**config.mk**
```make
export PLATFORM = sky130hd
export DESIGN_NAME = spi_master_flat
export DESIGN_NICKNAME = d
export VERILOG_FILES = /design/src/rtl/spi_pkg.sv /design/src/rtl/spi_master_if.sv /design/src/rtl/spi_clk_gen.sv /design/src/rtl/spi_master.sv /design/src/flat_wrapper.sv
export SDC_FILE = /design/constraint.sdc
export NUM_CORES = 1
export LEC_CHECK = 0
export BUFFER_PORTS_ARGS = -buffer_cell sky130_fd_sc_hd__buf_4
export CAP_MARGIN = 20
export CORE_ASPECT_RATIO = 0.5
export CORE_MARGIN = 2
export CORE_UTILIZATION = 56
export CTS_BUF_LIST = sky130_fd_sc_hd__clkbuf_8 sky130_fd_sc_hd__clkbuf_16
export DETAILED_ROUTE_END_ITERATION = 8
export HOLD_SLACK_MARGIN = 0.12
export PLACE_DENSITY_LB_ADDON = 0.15
export SYNTH_ARGS = -nofsm -noshare
export SYNTH_HDL_FRONTEND = slang
export SYNTH_SLANG_ARGS = --single-unit
```
**constraint.sdc**
```tcl
create_clock -name clk -period 2.1 [get_ports clk]
set_input_delay 0.105 -clock clk [delete_from_list [all_inputs] [get_ports clk]]
set_output_delay 0.105 -clock clk [all_outputs]
set_load 0.02 [all_outputs]
```
**src/rtl/spi_pkg.sv**
```systemverilog
// spi_pkg: state encoding and frame constants shared by spi_master and its bench
package spi_pkg;
    typedef enum logic [2:0] {IDLE, SETUP, SHIFT, HOLD, GAP} state_t;
    localparam int ADDR_W = 7;
    localparam int DATA_W = 16;
    localparam int FRAME_LEN = 24;
    localparam logic RWB_READ = 1'b1;
endpackage

```
**src/rtl/spi_master_if.sv**
```systemverilog
// spi_master_if: host request/response and serial pins of spi_master
// SPI_MASTER_ABORT_EN adds the abort/aborted pair.
interface spi_master_if;
    import spi_pkg::*;
    logic              start;
    logic              rwb;
    logic [ADDR_W-1:0] addr;
    logic [DATA_W-1:0] wdata;
    logic              busy;
    logic              done;
    logic [DATA_W-1:0] rdata;
    logic              sclk;
    logic              sdi;
    logic              csz;
    logic              sdo;
`ifdef SPI_MASTER_ABORT_EN
    logic              abort;
    logic              aborted;
    modport master (input start, rwb, addr, wdata, sdo, abort,
                    output busy, done, rdata, sclk, sdi, csz, aborted);
    modport slave (output start, rwb, addr, wdata, sdo, abort,
                   input busy, done, rdata, sclk, sdi, csz, aborted);
`else
    modport master (input start, rwb, addr, wdata, sdo,
                    output busy, done, rdata, sclk, sdi, csz);
    modport slave (output start, rwb, addr, wdata, sdo,
                   input busy, done, rdata, sclk, sdi, csz);
`endif
endinterface

```
**src/rtl/spi_clk_gen.sv**
```systemverilog
// spi_clk_gen: half-period divider producing sclk and its rise/fall strobes
module spi_clk_gen #(
    parameter int CLK_DIV = 4
) (
    input  logic clk,
    input  logic reset,
    input  logic i_run,
    input  logic i_shift,
    input  logic i_clr,
    output logic o_tick,
    output logic o_rise,
    output logic o_fall,
    output logic o_sclk
);
    logic [7:0] r_cnt;
    logic       r_sclk;
    assign o_tick = i_run && r_cnt == 8'(CLK_DIV - 1);
    assign o_rise = o_tick && i_shift && !r_sclk;
    assign o_fall = o_tick && i_shift && r_sclk;
    assign o_sclk = r_sclk;
    always_ff @(posedge clk) begin
        if (reset || i_clr || !i_run) r_cnt <= '0;
        else r_cnt <= o_tick ? '0 : r_cnt + 8'd1;
        if (reset || i_clr) r_sclk <= 1'b0;
        else if (o_tick && i_shift) r_sclk <= !r_sclk;
    end
endmodule

```
**src/rtl/spi_master.sv**
```systemverilog
// spi_master: mode-0 SPI frame engine (7-bit addr, rwb, 16-bit data)
// SPI_MASTER_ABORT_EN adds abort/aborted for cancelling a frame in flight.
module spi_master
    import spi_pkg::*;
#(
    parameter int CLK_DIV = 4,
    parameter int CSZ_GAP = 2
) (
    input logic          clk,
    input logic          reset,
    spi_master_if.master bus
);
    state_t               r_state, w_next;
    logic [FRAME_LEN-2:0] r_sr;
    logic [DATA_W-1:0]    r_rx, r_rdata;
    logic [4:0]           r_bit;
    logic                 r_sdi, r_rwb, r_done;
    logic                 w_tick, w_rise, w_fall, w_sclk, w_active, w_abort, w_accept, w_end;

    assign w_active = r_state inside {SETUP, SHIFT, HOLD};
    assign w_accept = r_state == IDLE && bus.start;
    assign w_end    = r_state == HOLD && w_tick && !w_abort;
`ifdef SPI_MASTER_ABORT_EN
    logic r_aborted;
    assign w_abort     = w_active && bus.abort;
    assign bus.aborted = r_aborted;
    always_ff @(posedge clk) r_aborted <= !reset && w_abort;
`else
    assign w_abort = 1'b0;
`endif

    assign bus.busy  = r_state != IDLE;
    assign bus.done  = r_done;
    assign bus.rdata = r_rdata;
    assign bus.sclk  = w_sclk;
    assign bus.sdi   = r_sdi;
    assign bus.csz   = !w_active;

    // Any state change restarts the divider so each state times from zero.
    spi_clk_gen #(.CLK_DIV(CLK_DIV)) u_clk_gen (
        .clk     (clk),
        .reset   (reset),
        .i_run   (r_state != IDLE),
        .i_shift (r_state == SHIFT),
        .i_clr   (w_next != r_state),
        .o_tick  (w_tick),
        .o_rise  (w_rise),
        .o_fall  (w_fall),
        .o_sclk  (w_sclk)
    );

    always_comb begin
        w_next = r_state;
        case (r_state)
            IDLE:    w_next = bus.start ? SETUP : IDLE;
            SETUP:   w_next = w_tick ? SHIFT : SETUP;
            SHIFT:   w_next = (w_fall && r_bit == 5'(FRAME_LEN - 1)) ? HOLD : SHIFT;
            HOLD:    w_next = w_tick ? GAP : HOLD;
            GAP:     w_next = (w_tick && r_bit == 5'(CSZ_GAP - 1)) ? IDLE : GAP;
            default: w_next = IDLE;
        endcase
        if (w_abort) w_next = GAP;
    end

    // r_bit counts falling edges in SHIFT and half-periods in GAP.
    always_ff @(posedge clk) begin
        if (reset) begin
            r_state <= IDLE;
            r_sr    <= '1;
            r_sdi   <= 1'b1;
            r_rwb   <= 1'b0;
            r_bit   <= '0;
            r_rx    <= '0;
            r_rdata <= '0;
            r_done  <= 1'b0;
        end else begin
            r_state <= w_next;
            r_done  <= w_end;
            r_bit   <= (w_next != r_state) ? '0 :
                       (w_fall || (r_state == GAP && w_tick)) ? r_bit + 5'd1 : r_bit;
            if (w_rise) r_rx <= {r_rx[DATA_W-2:0], bus.sdo};
            if (w_end && r_rwb == RWB_READ) r_rdata <= r_rx;
            if (w_accept) begin
                r_rwb <= bus.rwb;
                r_sdi <= bus.addr[ADDR_W-1];
                r_sr  <= {bus.addr[ADDR_W-2:0], bus.rwb,
                          bus.rwb == RWB_READ ? {DATA_W{1'b1}} : bus.wdata};
            end else if (w_abort) begin
                r_sdi <= 1'b1;
            end else if (w_fall) begin
                r_sdi <= r_sr[FRAME_LEN-2];
                r_sr  <= {r_sr[FRAME_LEN-3:0], 1'b1};
            end
        end
    end
endmodule

```
**src/flat_wrapper.sv**
```systemverilog
// flat-port wrapper written by rule: the top's interface ports become plain ports
module spi_master_flat import spi_pkg::*;
#(
    parameter int CLK_DIV = 4,
    parameter int CSZ_GAP = 2
)
  (clk, reset, bus_start, bus_rwb, bus_addr, bus_wdata, bus_sdo, bus_busy, bus_done, bus_rdata, bus_sclk, bus_sdi, bus_csz);
  spi_master_if bus_i ();
  input logic clk;
  input logic reset;
  input wire logic [$bits(bus_i.start)-1:0] bus_start;
  input wire logic [$bits(bus_i.rwb)-1:0] bus_rwb;
  input wire logic [$bits(bus_i.addr)-1:0] bus_addr;
  input wire logic [$bits(bus_i.wdata)-1:0] bus_wdata;
  input wire logic [$bits(bus_i.sdo)-1:0] bus_sdo;
  output wire logic [$bits(bus_i.busy)-1:0] bus_busy;
  output wire logic [$bits(bus_i.done)-1:0] bus_done;
  output wire logic [$bits(bus_i.rdata)-1:0] bus_rdata;
  output wire logic [$bits(bus_i.sclk)-1:0] bus_sclk;
  output wire logic [$bits(bus_i.sdi)-1:0] bus_sdi;
  output wire logic [$bits(bus_i.csz)-1:0] bus_csz;
  assign bus_i.start = bus_start;
  assign bus_i.rwb = bus_rwb;
  assign bus_i.addr = bus_addr;
  assign bus_i.wdata = bus_wdata;
  assign bus_i.sdo = bus_sdo;
  assign bus_busy = bus_i.busy;
  assign bus_done = bus_i.done;
  assign bus_rdata = bus_i.rdata;
  assign bus_sclk = bus_i.sclk;
  assign bus_sdi = bus_i.sdi;
  assign bus_csz = bus_i.csz;
  spi_master #(.CLK_DIV(CLK_DIV), .CSZ_GAP(CSZ_GAP)) u_core (.clk(clk), .reset(reset), .bus(bus_i));
endmodule
```
==> summary.md, run 1 <==
| Metric | Value |
|---|---|
| Ys Warns | `0` |
| CTS clk-pin slew, worst paths | `0.05 ns` |
| DR vias/cell | `5.64` |
| Power Total | `3.40 mW` |
| Pleak | `1.82 nW` |
| Hold depth | `3` |
| Yosys reg bits | `75` |
| Critical path cell sequence | `ha_1 > nor4b_4 > buf_4 > a2111oi_1 > o211ai_1 > a21oi_1` |
| Buffers on Ports | `48` |
| ANT nets after route | `0` |
| CTS root buf | `clkbuf_16` |
| Arr. time, crit path | `2.16 ns` |
| Crit-path max FO | `13` |
| Critical path endpoint category | `flip-flop` |
| Achievable frequency | `0.524 GHz` |
| Post-Route M1 WL | `3.06 mm` |
| Prevailing post-synth register cell | `dfxtp_1` |
| Worst r2r path cells | `6` |
| Sequential area share after synthesis | `44.6%` |
| Gr usage total | `23.1%` |
| Post-synth EDFFs | `0` |
| Routed wire length on met2 | `3.41 mm` |
| Asr flop ratio synth | `0%` |
| Syn nets | `385` |
| Initial antenna violation count | `0` |
| Setup tns final | `0 ns` |
| N_diodes | `0` |
| Relative slew slack | `55.0%` |
| Worst R2R Setup Slack | `0.19 ns` |
| HP Class | `in2reg` |
| Reg2reg end | `u_core.r_bit[4]` |
| Pwr Density | `816 nW/um^2` |
| Max-slew violation count | `0` |
| Worst setup path startpoint | `u_core.u_clk_gen.r_cnt[0]` |
| Kind of critical path | `reg2reg` |
| Layout cell share with drive strength beyond 1 | `23.4%` |
| Drt initial violations | `189` |
| Drt pass-1 iters | `4` |
| Most common cell in the netlist | `dfxtp_1` |
| Die Wd | `114 um` |
| WP data required | `2.35 ns` |
| CTS Buffer Depth | `2` |
| Maximum vdd ir drop | `0.000550 V` |
| Synth cell types | `51` |
| Filler Cells Inserted | `418` |
| Postcts setup bufs | `0` |
| Post-Route Utilization | `74.0%` |
| Detailed-route DRC error count | `0` |
| Total core area | `5630 um^2` |
| Top post-synthesis cells by area | `dfxtp_1 45%, mux2i_1 9.5%, nor2_1 6.7%, nor3_1 6.1%, a211o_1 3.9%` |
| Cell count after placement | `460` |
| Slowest stage delay, CP | `0.45 ns` |
| Yosys top cell area share | `44.6%` |
| Routed wl met3 | `421 um` |
| Clk_skew | `0.00402 ns` |
| CTS Buf Count | `9` |
| Vias in the first global route | `2,690` |
| Min cycle time layout | `1.91 ns` |
| Crit Reg-Reg Startpoint | `u_core.u_clk_gen.r_cnt[0]` |
| DRT Wirelength | `6.99 mm` |
| TritonCTS clock tree | `yes` |
| DP HPWL | `4.55 mm` |
| Die ar. | `6680 um^2` |
| Vias | `2,726` |
| # rows | `19` |
| Min-delay src | `bus_addr[6]` |
| Startpoint Class | `flip-flop` |
| Syn-to-layout area delta | `23.8%` |
| Initial Utilization | `59.7%` |
| Die Y-Extent | `58.8 um` |
| Worst-Margin Slew | `0.657 ns` |
| Worst setup path endpoint | `u_core.r_bit[4]` |
| Finished Layout Cells | `483` |
| Largest area contributor in the netlist | `dfxtp_1` |
| First-pass GRT wire length | `11.9 mm` |
| Gate Count Post-Synth | `354` |
| NumNets Final | `436` |
| Max cap viols | `0` |
| Top Ports | `49` |
| Final setup viols | `0` |
| H-tree depth | `3` |
| Sink Count | `75` |
| Total grt overflow | `0` |
| Final Hold Viols | `0` |
| Clk_lat worst skew | `0.33 ns` |
| RSZ-0062 raised after global routing | `no` |
| Critical-path top delay cell | `a2111oi_1` |
| Fin crit share | `90.9%` |
| Largest net degree at the start of global routing | `43` |
| GP Congestion | `0.761` |
| DR WL/cell | `14.5 um` |
| Highest metal used | `met4` |
| Avg Synthesized Cell Area | `9.51 um^2` |
| Cell area after synthesis | `3370 um^2` |
| Status | `complete, no violations` |
| Synth top cells by count | `75 x dfxtp_1, 60 x nor2_1, 41 x nor3_1` |
## metrics by stage
stage / worst slack (ns) / cell area (um^2) / hold slack, ns
floorplan: 0.427 / 3370 / 0.249
global placement: 0.317 / 3770 / 0.342
detailed placement: 0.209 / 3770 / 0.357
CTS: 0.208 / 4170 / 0.122
global route: 0.0716 / 4170 / 0.150
finish: 0.192 / 4170 / 0.129
## timing repair
item	in CTS	in global routing
hold buffers	7	0
hold endpoints to repair	7	0
gates resized for setup	0	0
endpoints found under the setup margin	0	0
## routing by layer
layer / GRT usage [%] / vias up
met3: 10.2 / 17
met5: 0 / -
met1: 26.5 / 1277
met4: 7.32 / 0
met2: 39.6 / 67
li1: - / 1365
## state kept, by name (all words and copies together) (netlist names), 3 cells and up
name                    flops
u_core.r_sr                23
u_core.bus.rdata           16
u_core.r_rx                16
u_core.u_clk_gen.r_cnt      8
u_core.r_bit                5
u_core.r_state              3
## placed cells by master, fill, tap and decap left out, types with 5 or more instances in the layout
cell type,n
dfxtp_1,75
nor2_1,60
buf_4,58
nor3_1,41
mux2i_1,32
a211o_1,15
clkbuf_16,9
nor3_2,8
nand3_1,8
nor2b_1,8
a211oi_1,8
dlygate4sd3_1,7
xor2_1,6
a21oi_1,5
nand4_1,5
## how the worst min path moves through the flow
stage                           endpoint
after CTS                 u_core.bus.sdi
after floorplan           u_core.r_rx[0]
after detailed placement  u_core.r_rx[0]
after global routing        u_core.r_rwb
after global placement    u_core.r_rx[0]
final                     u_core.bus.sdi
## cell type report
| class | instances | area, um^2 | share of cell area [%] |
|---|---|---|---|
| Timing Repair Buffer | 66 | 526 | 12.6 |
| Inverter | 5 | 18.8 | 0.450 |
| Multi-Input combinational cell | 248 | 1700 | 40.9 |
| Tap cell | 73 | 91.3 | 2.19 |
| Clock inverter | 5 | 75.1 | 1.80 |
| Clock buffer | 11 | 253 | 6.06 |
| Sequential cell | 75 | 1500 | 36.0 |
## critical path, delay by kind of cell, from the launching register on
kind	cells	cell delay (ns)
compound gates	3	0.93
fa+ha+maj	1	0.23
buf+inv	1	0.20
flops	1	0.33
simple gates	1	0.14
## power breakdown
group          internal, mW  total [mW]  switching [mW]  leakage (nW)
clock                  1.10        1.65           0.558         0.165
sequential             1.47        1.49          0.0220         0.610
combinational         0.121       0.259           0.138          1.04
## cell families after synthesis
family,count (synthesis),synth area share (%)
simple gates,159,27.1
flops,75,44.6
compound gates,44,10.0
mux,33,9.85
buf+inv,31,4.98
xor+xnor,9,2.34
fa+ha+maj,3,1.12
Note: power is estimated with default switching activity, not from simulation.
==> run 2: changes to the inputs <==
--- a/config.mk
+++ b/config.mk
@@ -7,9 +7,11 @@
 export LEC_CHECK = 0
 export BUFFER_PORTS_ARGS = -buffer_cell sky130_fd_sc_hd__buf_4
 export CAP_MARGIN = 20
+export CELL_PAD_IN_SITES_DETAIL_PLACEMENT = 0
+export CELL_PAD_IN_SITES_GLOBAL_PLACEMENT = 2
 export CORE_ASPECT_RATIO = 0.5
 export CORE_MARGIN = 2
-export CORE_UTILIZATION = 56
+export CORE_UTILIZATION = 35
 export CTS_BUF_LIST = sky130_fd_sc_hd__clkbuf_8 sky130_fd_sc_hd__clkbuf_16
 export DETAILED_ROUTE_END_ITERATION = 8
 export HOLD_SLACK_MARGIN = 0.12
==> run 2 against run 1 <==
Effect of this change: global-route usage decreased by 7.8 points; clock power decreased by 9%; non-clock buffer count increased by 7.
==> summary.md, run 2 (synthesis gave the netlist of run 1 again) <==
| Metric | Value |
|---|---|
| Status | `complete, no violations (unchanged)` |
| Relative slew slack | `62.4% (was 55.0%)` |
| Clk_skew | `0.00597 ns (was 0.00402 ns)` |
| H-tree depth | `3 (unchanged)` |
| Final setup viols | `0 (unchanged)` |
| Die Y-Extent | `73.3 um (was 58.8 um)` |
| Detailed-route DRC error count | `0 (unchanged)` |
| Max FFs per register | `23 (unchanged)` |
| Buffers on Ports | `48 (unchanged)` |
| CTS clk-pin slew, worst paths | `0.06 ns (was 0.05 ns)` |
| Worst R2R Setup Slack | `0.11 ns (was 0.19 ns)` |
| First-pass GRT wire length | `12.6 mm (was 11.9 mm)` |
| Pleak | `1.84 nW (was 1.82 nW)` |
| Layout cell share with drive strength beyond 1 | `23.8% (was 23.4%)` |
| N_diodes | `0 (unchanged)` |
| DR vias/cell | `5.10 (was 5.64)` |
| Worst r2r path cells | `7 (was 6)` |
| CTS Buffer Depth | `2 (unchanged)` |
| Die Wd | `143 um (was 114 um)` |
| Hold depth | `4 (was 3)` |
| Vias in the first global route | `2,620 (was 2,690)` |
| RSZ-0062 raised after global routing | `no (unchanged)` |
| Total core area | `9380 um^2 (was 5630 um^2)` |
| Min-delay src | `bus_wdata[7] (was bus_addr[6])` |
| Fin crit share | `95.0% (was 90.9%)` |
| Final Hold Viols | `0 (unchanged)` |
| Max cap viols | `0 (unchanged)` |
| Most frequent cells in the layout | `75 x dfxtp_1, 63 x buf_4, 60 x nor2_1 (was 75 x dfxtp_1, 60 x nor2_1, 58 x buf_4)` |
| Kind of critical path | `reg2reg (unchanged)` |
| Die ar. | `10,500 um^2 (was 6680 um^2)` |
| TritonCTS clock tree | `yes (unchanged)` |
| DR WL/cell | `13.8 um (was 14.5 um)` |
| Final WS setup | `0.105 ns (was 0.192 ns)` |
| Setup tns final | `0 ns (unchanged)` |
| Crit-path max FO | `5 (was 13)` |
| Achievable frequency | `0.501 GHz (was 0.524 GHz)` |
| Crit Reg-Reg Startpoint | `u_core.u_clk_gen.r_cnt[0] (unchanged)` |
| Critical path endpoint category | `flip-flop (unchanged)` |
| GP Congestion | `0.777 (was 0.761)` |
| Sink Count | `75 (unchanged)` |
| Syn-to-layout area delta | `26.5% (was 23.8%)` |
| Min cycle time layout | `1.99 ns (was 1.91 ns)` |
| NumNets Final | `443 (was 436)` |
| Maximum vdd ir drop | `0.000372 V (was 0.000550 V)` |
| Top reg by flops | `u_core.r_sr (unchanged)` |
| Most common cell after layout, fill and taps aside | `dfxtp_1 (unchanged)` |
| CTS Buf Count | `9 (unchanged)` |
| HP Class | `in2reg (unchanged)` |
| Drt pass-1 iters | `5 (was 4)` |
| Total grt overflow | `0 (unchanged)` |
| DP HPWL | `4.90 mm (was 4.55 mm)` |
| Reg2reg end | `u_core.r_bit[4] (unchanged)` |
| Worst-Margin Slew | `0.550 ns (was 0.657 ns)` |
| Gr usage total | `15.3% (was 23.1%)` |
| Max-slew violation count | `0 (unchanged)` |
| Top Ports | `49 (unchanged)` |
| Vias | `2,737 (was 2,726)` |
| Drt initial violations | `138 (was 189)` |
| Initial Utilization | `35.9% (was 59.7%)` |
| Power Total | `3.26 mW (was 3.40 mW)` |
| DRT Wirelength | `7.39 mm (was 6.99 mm)` |
| Endpoint of the worst hold path | `u_core.r_sr[7] (was u_core.bus.sdi)` |
| Pwr Density | `764 nW/um^2 (was 816 nW/um^2)` |
| CTS root buf | `clkbuf_16 (unchanged)` |
| Initial antenna violation count | `0 (unchanged)` |
| WP data required | `2.35 ns (about the same)` |
| ANT nets after route | `0 (unchanged)` |
| Largest net degree at the start of global routing | `40 (was 43)` |
| Arr. time, crit path | `2.24 ns (was 2.16 ns)` |
| Startpoint Class | `flip-flop (unchanged)` |
| # rows | `25 (was 19)` |
| Post-placement setup slack | `0.0395 ns (was 0.209 ns)` |
| Clk_lat worst skew | `0.33 ns (about the same)` |
run 2: stage by stage:
stage	util [%]	cells	hold WS, ns	cell area (um^2)
floorplan	-	354	0.249	3370
global placement	40.9	509	0.346	3840
detailed placement	40.9	509	0.351	3840
CTS	45.0	533	0.147	4220
global route	45.4	537	0.164	4260
finish	45.4	537	0.158	4260
run 2: worst max-delay path, stage by stage, from the launching register on:
cell and delay, ns:
dfxtp_1 0.32, ha_1 0.23, nor4b_4 0.14, buf_4 0.16, buf_4 0.13, a2111oi_1 0.41, o211ai_1 0.30, a21oi_1 0.21
run 2: layer usage:
metal | up-vias | routed length (um) | track usage, % | share of wire (%)
met4 | 0 | 60 | 4.95 | 0.81
met5 | - | 0 | 0 | 0
met3 | 7 | 311 | 4.82 | 4.2
met1 | 1291 | 3770 | 20.4 | 51
li1 | 1382 | - | - | -
met2 | 57 | 3250 | 23.7 | 44
run 2: report_power, final:
group / leakage [nW] / internal [mW] / total (mW) / switching [mW]
Combinational: 1.08 / 0.126 / 0.269 / 0.144
Clock: 0.146 / 0.940 / 1.50 / 0.560
Sequential: 0.610 / 1.47 / 1.49 / 0.0203
Total: 1.84 / 2.53 / 3.26 / 0.724
run 2: how the worst max path moves through the flow:
stage / startpoint / end / slack, ns
final: u_core.u_clk_gen.r_cnt[0] / u_core.r_bit[4] / 0.11
after global routing: u_core.u_clk_gen.r_cnt[0] / u_core.r_bit[3] / 0.02
after CTS: u_core.u_clk_gen.r_cnt[0] / u_core.bus.rdata[3] / 0.02
after detailed placement: u_core.u_clk_gen.r_cnt[0] / u_core.bus.rdata[3] / 0.04
after global placement: u_core.u_clk_gen.r_cnt[0] / u_core.r_rx[8] / 0.14
after floorplan: u_core.u_clk_gen.r_cnt[0] / u_core.r_sr[16] / 0.43
run 2: cell type report:
class / instances / area [um^2]
multi-input cells: 248 / 1710
flip-flops and latches: 75 / 1500
well taps: 121 / 151
clock buffers: 10 / 239
fillers: 919 / 5120
inverters: 5 / 18.8
repair buffers: 73 / 583
clock inverters: 5 / 55.1
run 2: what timing repair did:
item | CTS | global route
buffers inserted | 0 | 4
hold buffers | 9 | 0
resized for setup | 0 | 1
endpoints found under the hold margin | 9 | 0
endpoints found under the setup margin | 0 | 43
